**src/rtl/ssp_uart_pkg.sv**
```systemverilog
// rtl/ssp_uart_pkg.sv - shared types and helpers for the UART receive FIFO
package ssp_uart_pkg;

    typedef enum logic [1:0] {
        TO_IDLE,
        TO_COUNT,
        TO_EXPIRED
    } to_state_t;

    function automatic int cnt_w(input int depth);
        return $clog2(depth) + 1;
    endfunction

endpackage

```
**src/rtl/ssp_uart_rx_fifo_if.sv**
```systemverilog
// rtl/ssp_uart_rx_fifo_if.sv - receive FIFO control/status bundle
interface ssp_uart_rx_fifo_if #(
    parameter int DATA_W = 8,
    parameter int DEPTH  = 16,
    parameter int TO_W   = 4,
    parameter int CNT_W  = ssp_uart_pkg::cnt_w(DEPTH)
);
    logic              RFC;
    logic              WE;
    logic [DATA_W-1:0] DI;
    logic              RE;
    logic [DATA_W-1:0] DO;
    logic [CNT_W-1:0]  RFThr;
    logic [TO_W-1:0]   TO_Lim;
    logic              CharTick;
    logic              IE;
    logic [CNT_W-1:0]  rcnt;
    logic              EF;
    logic              R_FF;
    logic              iRHF;
    logic              iRTO;
    logic              OVR;
    logic              IRQ;

    modport master (
        output RFC, WE, DI, RE, RFThr, TO_Lim, CharTick, IE,
        input  DO, rcnt, EF, R_FF, iRHF, iRTO, OVR, IRQ
    );

    modport slave (
        input  RFC, WE, DI, RE, RFThr, TO_Lim, CharTick, IE,
        output DO, rcnt, EF, R_FF, iRHF, iRTO, OVR, IRQ
    );
endinterface

```
**src/rtl/ssp_uart_fifo_ram.sv**
```systemverilog
// rtl/ssp_uart_fifo_ram.sv - FIFO storage, sync write, async read, no reset
module ssp_uart_fifo_ram #(
    parameter int DATA_W = 8,
    parameter int DEPTH  = 16,
    parameter int PTR_W  = $clog2(DEPTH)
) (
    input  logic              i_clk,
    input  logic              i_we,
    input  logic [PTR_W-1:0]  i_waddr,
    input  logic [DATA_W-1:0] i_wdata,
    input  logic [PTR_W-1:0]  i_raddr,
    output logic [DATA_W-1:0] o_rdata
);
    logic [DATA_W-1:0] r_mem [DEPTH];

    always_ff @(posedge i_clk) begin
        if (i_we) begin
            r_mem[i_waddr] <= i_wdata;
        end
    end

    assign o_rdata = r_mem[i_raddr];
endmodule

```
**src/rtl/ssp_uart_rx_fifo.sv**
```systemverilog
// rtl/ssp_uart_rx_fifo.sv - FWFT receive FIFO with threshold, timeout, overrun and IRQ
module ssp_uart_rx_fifo
    import ssp_uart_pkg::*;
#(
    parameter int DATA_W = 8,
    parameter int DEPTH  = 16,
    parameter int TO_W   = 4
) (
    input  logic Clk,
    input  logic Rst,
    ssp_uart_rx_fifo_if.slave bus
);
    localparam int CNT_W = cnt_w(DEPTH);
    localparam int PTR_W = $clog2(DEPTH);

    logic [PTR_W-1:0]  r_wr_ptr;
    logic [PTR_W-1:0]  r_rd_ptr;
    logic [CNT_W-1:0]  r_rcnt;
    logic [CNT_W-1:0]  w_rcnt_nxt;
    logic              r_ef;
    logic              r_ff;
    logic              r_rhf;
    logic              r_rto;
    logic              r_ovr;
    logic              r_irq;
    logic [TO_W-1:0]   r_to_cnt;
    to_state_t         r_to_state;
    logic              w_wr;
    logic              w_rd;
    logic              w_ef_nxt;
    logic [DATA_W-1:0] w_do;

    // When full, a simultaneous pop frees the slot so the write is still accepted.
    assign w_rd = bus.RE & ~r_ef;
    assign w_wr = bus.WE & (~r_ff | bus.RE);

    always_comb begin
        w_rcnt_nxt = r_rcnt;
        if (w_wr && !w_rd) begin
            w_rcnt_nxt = r_rcnt + CNT_W'(1);
        end else if (w_rd && !w_wr) begin
            w_rcnt_nxt = r_rcnt - CNT_W'(1);
        end
    end

    assign w_ef_nxt = (w_rcnt_nxt == '0);

    ssp_uart_fifo_ram #(
        .DATA_W (DATA_W),
        .DEPTH  (DEPTH),
        .PTR_W  (PTR_W)
    ) u_ram (
        .i_clk   (Clk),
        .i_we    (w_wr),
        .i_waddr (r_wr_ptr),
        .i_wdata (bus.DI),
        .i_raddr (r_rd_ptr),
        .o_rdata (w_do)
    );

    always_ff @(posedge Clk) begin
        if (Rst || bus.RFC) begin
            r_wr_ptr <= '0;
            r_rd_ptr <= '0;
            r_rcnt   <= '0;
            r_ef     <= 1'b1;
            r_ff     <= 1'b0;
            r_rhf    <= 1'b0;
            r_ovr    <= 1'b0;
            r_irq    <= 1'b0;
        end else begin
            if (w_wr) begin
                r_wr_ptr <= r_wr_ptr + PTR_W'(1);
            end
            if (w_rd) begin
                r_rd_ptr <= r_rd_ptr + PTR_W'(1);
            end
            if (bus.WE && r_ff && !bus.RE) begin
                r_ovr <= 1'b1;
            end
            r_rcnt <= w_rcnt_nxt;
            r_ef   <= w_ef_nxt;
            r_ff   <= (w_rcnt_nxt == CNT_W'(DEPTH));
            r_rhf  <= (bus.RFThr != '0) && (w_rcnt_nxt >= bus.RFThr);
            r_irq  <= bus.IE & (r_rhf | r_rto | r_ovr);
        end
    end

    // Timeout FSM: counts character times only while data sits unread.
    always_ff @(posedge Clk) begin
        if (Rst || bus.RFC) begin
            r_to_state <= TO_IDLE;
            r_to_cnt   <= bus.TO_Lim;
            r_rto      <= 1'b0;
        end else begin
            case (r_to_state)
                TO_IDLE: begin
                    r_to_cnt <= bus.TO_Lim;
                    if (!w_ef_nxt) begin
                        r_to_state <= TO_COUNT;
                    end
                end
                TO_COUNT: begin
                    if (w_ef_nxt) begin
                        r_to_cnt   <= bus.TO_Lim;
                        r_to_state <= TO_IDLE;
                    end else if (bus.WE || bus.RE) begin
                        r_to_cnt <= bus.TO_Lim;
                    end else if (bus.CharTick && r_to_cnt != '0) begin
                        r_to_cnt <= r_to_cnt - TO_W'(1);
                        if (r_to_cnt == TO_W'(1)) begin
                            r_rto      <= 1'b1;
                            r_to_state <= TO_EXPIRED;
                        end
                    end
                end
                TO_EXPIRED: begin
                    if (bus.WE || bus.RE) begin
                        r_to_cnt <= bus.TO_Lim;
                    end
                    if (w_rd) begin
                        r_rto      <= 1'b0;
                        r_to_state <= w_ef_nxt ? TO_IDLE : TO_COUNT;
                    end
                end
                default: begin
                    r_to_state <= TO_IDLE;
                end
            endcase
        end
    end

    assign bus.DO   = w_do;
    assign bus.rcnt = r_rcnt;
    assign bus.EF   = r_ef;
    assign bus.R_FF = r_ff;
    assign bus.iRHF = r_rhf;
    assign bus.iRTO = r_rto;
    assign bus.OVR  = r_ovr;
    assign bus.IRQ  = r_irq;
endmodule

```
**src/flat_wrapper.sv**
```systemverilog
// flat-port wrapper written by rule: the top's interface ports become plain ports
module ssp_uart_rx_fifo_flat import ssp_uart_pkg::*;
#(
    parameter int DATA_W = 8,
    parameter int DEPTH  = 16,
    parameter int TO_W   = 4
)
  (Clk, Rst, bus_RFC, bus_WE, bus_DI, bus_RE, bus_RFThr, bus_TO_Lim, bus_CharTick, bus_IE, bus_DO, bus_rcnt, bus_EF, bus_R_FF, bus_iRHF, bus_iRTO, bus_OVR, bus_IRQ);
  ssp_uart_rx_fifo_if #(.DATA_W(DATA_W), .DEPTH(DEPTH), .TO_W(TO_W)) bus_i ();
  input  logic Clk;
  input  logic Rst;
  input wire logic [$bits(bus_i.RFC)-1:0] bus_RFC;
  input wire logic [$bits(bus_i.WE)-1:0] bus_WE;
  input wire logic [$bits(bus_i.DI)-1:0] bus_DI;
  input wire logic [$bits(bus_i.RE)-1:0] bus_RE;
  input wire logic [$bits(bus_i.RFThr)-1:0] bus_RFThr;
  input wire logic [$bits(bus_i.TO_Lim)-1:0] bus_TO_Lim;
  input wire logic [$bits(bus_i.CharTick)-1:0] bus_CharTick;
  input wire logic [$bits(bus_i.IE)-1:0] bus_IE;
  output wire logic [$bits(bus_i.DO)-1:0] bus_DO;
  output wire logic [$bits(bus_i.rcnt)-1:0] bus_rcnt;
  output wire logic [$bits(bus_i.EF)-1:0] bus_EF;
  output wire logic [$bits(bus_i.R_FF)-1:0] bus_R_FF;
  output wire logic [$bits(bus_i.iRHF)-1:0] bus_iRHF;
  output wire logic [$bits(bus_i.iRTO)-1:0] bus_iRTO;
  output wire logic [$bits(bus_i.OVR)-1:0] bus_OVR;
  output wire logic [$bits(bus_i.IRQ)-1:0] bus_IRQ;
  assign bus_i.RFC = bus_RFC;
  assign bus_i.WE = bus_WE;
  assign bus_i.DI = bus_DI;
  assign bus_i.RE = bus_RE;
  assign bus_i.RFThr = bus_RFThr;
  assign bus_i.TO_Lim = bus_TO_Lim;
  assign bus_i.CharTick = bus_CharTick;
  assign bus_i.IE = bus_IE;
  assign bus_DO = bus_i.DO;
  assign bus_rcnt = bus_i.rcnt;
  assign bus_EF = bus_i.EF;
  assign bus_R_FF = bus_i.R_FF;
  assign bus_iRHF = bus_i.iRHF;
  assign bus_iRTO = bus_i.iRTO;
  assign bus_OVR = bus_i.OVR;
  assign bus_IRQ = bus_i.IRQ;
  ssp_uart_rx_fifo #(.DATA_W(DATA_W), .DEPTH(DEPTH), .TO_W(TO_W)) u_core (.Clk(Clk), .Rst(Rst), .bus(bus_i));
endmodule
```
**config.mk**
```make
export PLATFORM = sky130hd
export DESIGN_NAME = ssp_uart_rx_fifo_flat
export DESIGN_NICKNAME = d
export VERILOG_FILES = /design/src/rtl/ssp_uart_pkg.sv /design/src/rtl/ssp_uart_rx_fifo_if.sv /design/src/rtl/ssp_uart_fifo_ram.sv /design/src/rtl/ssp_uart_rx_fifo.sv /design/src/flat_wrapper.sv
export SDC_FILE = /design/constraint.sdc
export NUM_CORES = 1
export LEC_CHECK = 0
export ABC_CLOCK_PERIOD_IN_PS = 3200
export BUFFER_PORTS_ARGS = -buffer_cell sky130_fd_sc_hd__buf_2
export CAP_MARGIN = 10
export CORE_AREA = 3 3 114 116
export CTS_CLUSTER_DIAMETER = 80
export DETAILED_ROUTE_END_ITERATION = 6
export DIE_AREA = 0 0 117 119
export PLACE_DENSITY = 0.83
export SLEW_MARGIN = 30
export SYNTH_ARGS = -nofsm -noshare
export SYNTH_HDL_FRONTEND = slang
export SYNTH_SLANG_ARGS = --single-unit
```
**constraint.sdc**
```tcl
create_clock -name Clk -period 3.2 [get_ports Clk]
set_input_delay 0.32 -clock Clk [delete_from_list [all_inputs] [get_ports Clk]]
set_output_delay 0.32 -clock Clk [all_outputs]
set_load 0.02 [all_outputs]
```
## Word level (Yosys, flattened, before mapping)

Memory sizes are Yosys's and may differ from the RTL's. A register that Yosys moved wholly into a read port is not among the register bits.
Cells that the tools add are included.

| word-level totals | value |
|---|---|
| memories kept | 1 |
| RAM bits | 128 |
| register bits | 25 |
| word-level logic and storage cells | 87 |
| output and inout bits | 19 |

| operators by class | value |
|---|---|
| reduce and logical (&&, ||, !) cells | 20 |
| magnitude comparators | 1 |
| bitwise operators | 8 |
| eq/ne operators | 15 |
| add/subtract/negate cells | 5 |
| mux-type cells | 26 |

Memories:

| name | depth | bits a word | read ports | clocked after memory_dff | write ports | RTL line | text |
|---|---|---|---|---|---|---|---|
| u_core.u_ram.r_mem | 16 | 8 | 1 | 1 | 1 | ssp_uart_fifo_ram.sv:14 | `logic [DATA_W-1:0] r_mem [DEPTH];` |

Operators with widths:

| kind | number |
|---|---|
| $mux W4 | 7 |
| $mux W2 | 6 |
| $pmux W4 S3 | 1 |
| $mux W5 | 2 |
| $ne A3 B1 Y1 const B | 3 |
| $add A4 B1 Y4 const B | 2 |
| $mux W1 | 8 |
| $reduce_bool A4 Y1 | 2 |
| $logic_and A1 B1 Y1 | 6 |
| $ne A2 B1 Y1 const B | 3 |
| $ne A2 B2 Y1 const B | 3 |
| $pmux W2 S3 | 1 |
| $reduce_and A6 Y1 | 1 |
| $add A5 B1 Y5 const B | 1 |
| $eq A5 B5 Y1 const B | 1 |
| $ge A5 B5 Y1 | 1 |
| $logic_not A5 Y1 | 1 |
| $ne A5 B1 Y1 const B | 1 |
| $reduce_and A5 Y1 | 1 |
| $reduce_bool A5 Y1 | 1 |
| $sub A5 B1 Y5 const B | 1 |
| $eq A4 B1 Y1 const B | 1 |
| $sub A4 B1 Y4 const B | 1 |
| $and A1 B1 Y1 | 3 |
| 11 further kinds | 17 |

## Longest topological paths before layout

| logic depth | value |
|---|---|
| depth after elaboration | 11 |
| depth in mapped cells | 11 |

## Hierarchy

Synthesis repeated with hierarchy kept, for this count alone.

| unflattened totals | value |
|---|---|
| cells, all modules | 377 |
| area, all modules | 6493.7 um2 |

Modules (own cells, without submodules):

| module | sequential area each (um2) | cells an instance | instances | area each (um2) |
|---|---|---|---|---|
| ssp_uart_fifo_ram | 3843.7 | 221 | 1 | 4987.3 |
| ssp_uart_rx_fifo | 540.5 | 156 | 1 | 1506.4 |

## Worst setup path after synthesis

Ideal clock, no wire load.

| timing | value |
|---|---|
| kind | register -> register |
| from | reg u_core.r_rcnt[1], in the netlist u_core.bus.rcnt[1] |
| to | reg u_core.r_rhf, in the netlist u_core.bus.iRHF |
| buffers on the path | 0 |
| path slack | 0.865 ns |
| stages on the path, launching flop included | 12 |
| arrival time | 2.207 ns |
| setup time | 0.128 ns |
| data required time | 3.072 ns |
| cells stage by stage | dfxtp_1 > inv_2 > ha_1 > inv_1 > o22ai_4 > nor2_1 > ha_1 > a21o_1 > a21o_1 > a21o_1 > a21oi_1 > a211oi_1 |

| on the way | value |
|---|---|
| word-level cells in the longest chain between the ends | 5 |
| elaborated cells between the ends (all ways) | 6 |
| classes of those cells | 2 x add/sub; 1 x order compare; 2 x mux; 1 x reduce/logical |

RTL lines:

| what | RTL line | text |
|---|---|---|
| from (decl) | ssp_uart_rx_fifo.sv:18 | `logic [CNT_W-1:0] r_rcnt;` |
| from (signal assigned) | ssp_uart_rx_fifo.sv:81 | `r_rcnt <= w_rcnt_nxt;` |
| $sub A5 B1 Y5 | ssp_uart_rx_fifo.sv:42 | `w_rcnt_nxt = r_rcnt - CNT_W'(1);` |
| $mux W5 | ssp_uart_rx_fifo.sv:41 | `end else if (w_rd && !w_wr) begin` |
| $mux W5 * | ssp_uart_rx_fifo.sv:39 | `if (w_wr && !w_rd) begin` |
| net u_core.w_rcnt_nxt[1] | ssp_uart_rx_fifo.sv:19 | `logic [CNT_W-1:0] w_rcnt_nxt;` |
| $ge A5 B5 Y1 * | ssp_uart_rx_fifo.sv:84 | `r_rhf <= (bus.RFThr != '0) && (w_rcnt_nxt >= bus.RFThr);` |
| $logic_and A1 B1 Y1 * | ssp_uart_rx_fifo.sv:84 |  |
| to (signal assigned) | ssp_uart_rx_fifo.sv:84 |  |
| to (decl) | ssp_uart_rx_fifo.sv:22 | `logic r_rhf;` |

Mark *: on every way through the listed nets, which the timed path passes. The rest lies on a longest branch.
A chain may end at the register's enable or synchronous reset.

==> impl_metrics.prom <==
# TYPE chip_impl_metric gauge
chip_impl_metric{name="max_slew_margin",unit="%"} 52.1
chip_impl_metric{name="post_route_cells_drive_above_1_share",unit="%"} 32.1
chip_impl_metric{name="critical_path_peak_fanout",unit=""} 21
chip_impl_metric{name="rows",unit=""} 40
chip_impl_metric{name="ios",unit=""} 43
chip_impl_metric{name="powerDensity",unit="nW/µm²"} 602
chip_impl_metric{name="grt.overflow.total",unit=""} 0
chip_impl_metric{name="grt_antenna_before_repair",unit=""} 0
chip_impl_metric{name="total_leakage_power",unit="nW"} 2.70
chip_impl_metric{name="yosys_warnings",unit=""} 0
chip_impl_metric{name="seq_power_share",unit="%"} 48.7
chip_impl_metric{name="syn-num-nets",unit=""} 423
chip_impl_info{name="hold_removal_path_class",value="in -> reg"} 1
chip_impl_metric{name="layout-area-overhead-vs-synth",unit="%"} 17.1
chip_impl_info{name="combinational_family_with_the_most_area_after_synthesis",value="multiplexers"} 1
chip_impl_metric{name="nets",unit=""} 486
chip_impl_info{name="worstSetupEndpointType",value="output pin"} 1
chip_impl_metric{name="grt_pass1_vias",unit=""} 3666
chip_impl_metric{name="grt_first_pass_wirelength",unit="mm"} 20.5
chip_impl_metric{name="height_of_the_die",unit="µm"} 119
chip_impl_metric{name="drtAntennaViolNets",unit=""} 0
chip_impl_info{name="dominantRegCellSynth",value="sky130_fd_sc_hd__edfxtp_1"} 1
chip_impl_metric{name="syn-instance-count",unit=""} 385
chip_impl_metric{name="cts.path.max_buffers",unit=""} 2
chip_impl_metric{name="critPathArrivalTime",unit="ns"} 2.57
chip_impl_metric{name="post-cts-setup-buffer-count",unit=""} 0
chip_impl_metric{name="hold_buffers",unit=""} 0
chip_impl_metric{name="synthAdderAreaFrac",unit="%"} 2.85
chip_impl_metric{name="timing_hold_violations_final",unit=""} 0
chip_impl_metric{name="pwr-share-clk",unit="%"} 46.8
chip_impl_metric{name="cts-htree-levels",unit=""} 4
chip_impl_metric{name="floorplan.die.width",unit="µm"} 117
chip_impl_metric{name="tightest_slew",unit="ns"} 0.718
chip_impl_metric{name="number_of_synthesized_flops_with_an_enable_pin",unit=""} 132
chip_impl_info{name="netlist.top_cell.by_area",value="sky130_fd_sc_hd__edfxtp_1"} 1
chip_impl_metric{name="mappedNetlistArea",unit="µm²"} 6550
chip_impl_info{name="status",value="complete, no violations"} 1
chip_impl_metric{name="avgRoutedWirePerCell",unit="µm"} 21.6
chip_impl_metric{name="layout.cell_area.non_filler",unit="µm²"} 7670
chip_impl_metric{name="yosys.area_share.xor_xnor",unit="%"} 1.34
chip_impl_metric{name="via_count",unit=""} 3540
chip_impl_metric{name="area_fraction_in_compound_gates_after_synthesis",unit="%"} 4.09
chip_impl_info{name="criticalPathCategory",value="reg -> out"} 1
chip_impl_metric{name="synthArstFlopShare",unit="%"} 0
chip_impl_metric{name="cts_buffers",unit=""} 17
chip_impl_metric{name="detailedRoute.firstIterationViolations",unit=""} 284
chip_impl_metric{name="detail_route.wirelength",unit="mm"} 13.1
chip_impl_metric{name="combPwrFrac",unit="%"} 4.5
chip_impl_metric{name="vdd.ir_drop.worst",unit="µV"} 289
chip_impl_metric{name="start_util",unit="%"} 54.5
chip_impl_metric{name="setup_total_negative_slack",unit="ns"} 0
chip_impl_metric{name="pin_count_of_the_biggest_net_entering_global_routing",unit=""} 33
chip_impl_metric{name="cap_viol_max_count",unit=""} 0
chip_impl_info{name="yosys-top-cells-count",value="132 x sky130_fd_sc_hd__edfxtp_1, 40 x sky130_fd_sc_hd__mux4_2, 36 x sky130_fd_sc_hd__nor2_1"} 1
chip_impl_metric{name="net-switching-power",unit="µW"} 918
chip_impl_metric{name="track_usage",unit="%"} 20.5
chip_impl_metric{name="worst_hold_slack",unit="ns"} 0.149
chip_impl_metric{name="half_perimeter_wire_length_of_the_detailed_placement_result",unit="mm"} 8.53
chip_impl_info{name="cts_tree",value="built"} 1
chip_impl_info{name="clock-root-buffer",value="sky130_fd_sc_hd__clkbuf_16"} 1
chip_impl_info{name="leading_cell_types_by_total_area_after_synthesis",value="sky130_fd_sc_hd__edfxtp_1 61%, sky130_fd_sc_hd__mux4_2 14%, sky130_fd_sc_hd__dfxtp_1 7.6%, sky130_fd_sc_hd__ha_1 2.7%, sky130_fd_sc_hd__nor2_1 2.1%"} 1
chip_impl_metric{name="synth.lib_cells_used.distinct",unit=""} 49
chip_impl_metric{name="port_buffers",unit=""} 42
chip_impl_metric{name="via_per_inst",unit=""} 5.82
chip_impl_metric{name="firstDrtPassIters",unit=""} 5
chip_impl_metric{name="post_synth_mux_area_share",unit="%"} 14.8
chip_impl_metric{name="yosys_reg_bits",unit=""} 157
chip_impl_metric{name="timing.final.setup_violations",unit=""} 0
chip_impl_info{name="grt_setup_unrepaired",value="false"} 1
chip_impl_metric{name="power_switching_share",unit="%"} 19.9
chip_impl_metric{name="internal_power",unit="mW"} 3.70
chip_impl_metric{name="num_antenna_cells",unit=""} 0
chip_impl_metric{name="achievable-frequency",unit="GHz"} 0.346
chip_impl_metric{name="clkLatencyLatePin",unit="ns"} 0.42
chip_impl_metric{name="period_share",unit="%"} 90.2
chip_impl_info{name="worst_setup_path_start_kind",value="register"} 1
chip_impl_metric{name="drc_errors",unit=""} 0
chip_impl_metric{name="synth_simple_gate_area_share",unit="%"} 6.95
chip_impl_metric{name="cts_sinks",unit=""} 157
chip_impl_metric{name="final_period_minus_worst_setup_slack",unit="ns"} 2.89
chip_impl_info{name="yosys.cell_count.top_type",value="sky130_fd_sc_hd__edfxtp_1"} 1
chip_impl_metric{name="detailed_place.area",unit="µm²"} 7030
chip_impl_metric{name="post_cts_resize_count",unit=""} 0
chip_impl_metric{name="synthesis.area_per_instance",unit="µm²"} 17.0
chip_impl_metric{name="synth-seq-area-share",unit="%"} 68.1
chip_impl_metric{name="cts.clk_slew.worst_paths",unit="ns"} 0.06
chip_impl_metric{name="last_weighted_congestion_value_of_the_routability_driven_placer",unit=""} 0.784
chip_impl_metric{name="proportion_of_netlist_area_held_by_the_largest_area_contributor",unit="%"} 60.5
chip_impl_metric{name="timing.critical_path.required",unit="ns"} 2.88
chip_impl_metric{name="drv_slew",unit=""} 0
chip_impl_metric{name="die_area",unit="µm²"} 13900
chip_impl_metric{name="core_area",unit="µm²"} 12000
chip_impl_metric{name="fin_skew",unit="ns"} 0.00547
==> logic make-up after synthesis <==
kind of cell / count (synthesis)
DFF: 157
and+or+nand+nor: 93
muxes: 45
AOI/OAI and AO/OA: 35
buffers and inverters: 30
adders and majority gates: 15
xor gates and xnor gates: 10
==> area by class of cell <==
class,instances,area (µm²)
Inverter,14,52.6
Clock inverter,15,220
Clock buffer,17,425
Multi-Input combinational cell,198,1970
Sequential cell,157,4470
Fill cell,841,4340
Timing Repair Buffer,60,358
Tap cell,147,184
==> metal layers <==
metal  track usage (%)  share of wire, %
met1              24.8                39
met5                 0                 0
met2              35.2                54
met3              5.84               5.0
met4              6.38               1.8
==> state kept, by name (all words and copies together), names as in the netlist, named ones only <==
signal and flops:
u_core.r_rd_ptr 4, u_core.bus.R_FF 1, u_core.bus.iRHF 1, u_core.u_ram.r_mem 128, u_core.bus.IRQ 1, u_core.r_to_cnt 4, u_core.bus.rcnt 5, u_core.bus.OVR 1
u_core.bus.iRTO 1, u_core.r_wr_ptr 4, u_core.r_to_state 2, u_core.bus.EF 1
==> cells in the final DEF (no fill, tap or decap), types with 3 or more instances in the layout <==
master | netlist | final
sky130_fd_sc_hd__o21ai_0 | 7 | 7
sky130_fd_sc_hd__mux4_2 | 40 | 40
sky130_fd_sc_hd__clkinv_4 | 0 | 3
sky130_fd_sc_hd__ha_1 | 14 | 14
sky130_fd_sc_hd__mux2_4 | 4 | 4
sky130_fd_sc_hd__buf_2 | 4 | 42
sky130_fd_sc_hd__clkbuf_16 | 0 | 17
sky130_fd_sc_hd__nand4_1 | 5 | 5
sky130_fd_sc_hd__nand2b_1 | 5 | 5
sky130_fd_sc_hd__buf_4 | 0 | 17
sky130_fd_sc_hd__xor2_1 | 7 | 7
sky130_fd_sc_hd__bufinv_16 | 0 | 5
sky130_fd_sc_hd__and2_1 | 3 | 3
sky130_fd_sc_hd__edfxtp_1 | 132 | 132
sky130_fd_sc_hd__nor3_1 | 10 | 10
sky130_fd_sc_hd__dfxtp_1 | 25 | 24
sky130_fd_sc_hd__xnor2_1 | 3 | 3
sky130_fd_sc_hd__a21o_1 | 4 | 4
sky130_fd_sc_hd__nor2_1 | 36 | 36
sky130_fd_sc_hd__clkinvlp_4 | 0 | 3
sky130_fd_sc_hd__inv_1 | 13 | 13
sky130_fd_sc_hd__nand2_1 | 17 | 17
sky130_fd_sc_hd__nand3_1 | 3 | 3
sky130_fd_sc_hd__a21oi_1 | 8 | 8
==> power by group through the flow <==
stage	clock network (mW)	registers, mW	logic [mW]
after global placement	0	2.29	0.200
after global routing	2.28	2.25	0.230
final	2.16	2.25	0.208
after floorplan	0	2.29	0.131
after detailed placement	0	2.29	0.208
after CTS	2.20	2.25	0.211
==> metrics by stage <==
stage	util, %	power [mW]	worst slack, ns	instances
after floorplan	-	2.42	0.865	385
after global placement	58.5	2.49	0.786	576
after detailed placement	58.5	2.50	0.746	576
after CTS	63.9	4.66	0.273	608
after global routing	63.9	4.77	0.186	608
final	63.9	4.62	0.314	608
==> worst paths after layout <==
check                                                    from                     endpoint  slack, ns  depth (start not counted)
worst max-delay path                                 register                    bus_DO[2]       0.31                          4
worst min-delay path                                   bus_IE    u_core.bus.IRQ$_SDFF_PP0_       0.15                          2
worst max register to register  u_core.bus.rcnt[1]$_SDFF_PP0_   u_core.bus.iRHF$_SDFF_PP0_       0.80                         10
worst min register to register    u_core.bus.OVR$_SDFFE_PP0P_  u_core.bus.OVR$_SDFFE_PP0P_       0.51                          2
==> critical path, stage by stage, from the launching register on <==
cell,delay [ns]
sky130_fd_sc_hd__dfxtp_2,0.60
sky130_fd_sc_hd__buf_12,0.27
sky130_fd_sc_hd__mux4_2,0.53
sky130_fd_sc_hd__mux4_2,0.53
sky130_fd_sc_hd__buf_2,0.19
No activity file was read; power rests on OpenSTA's default activity.
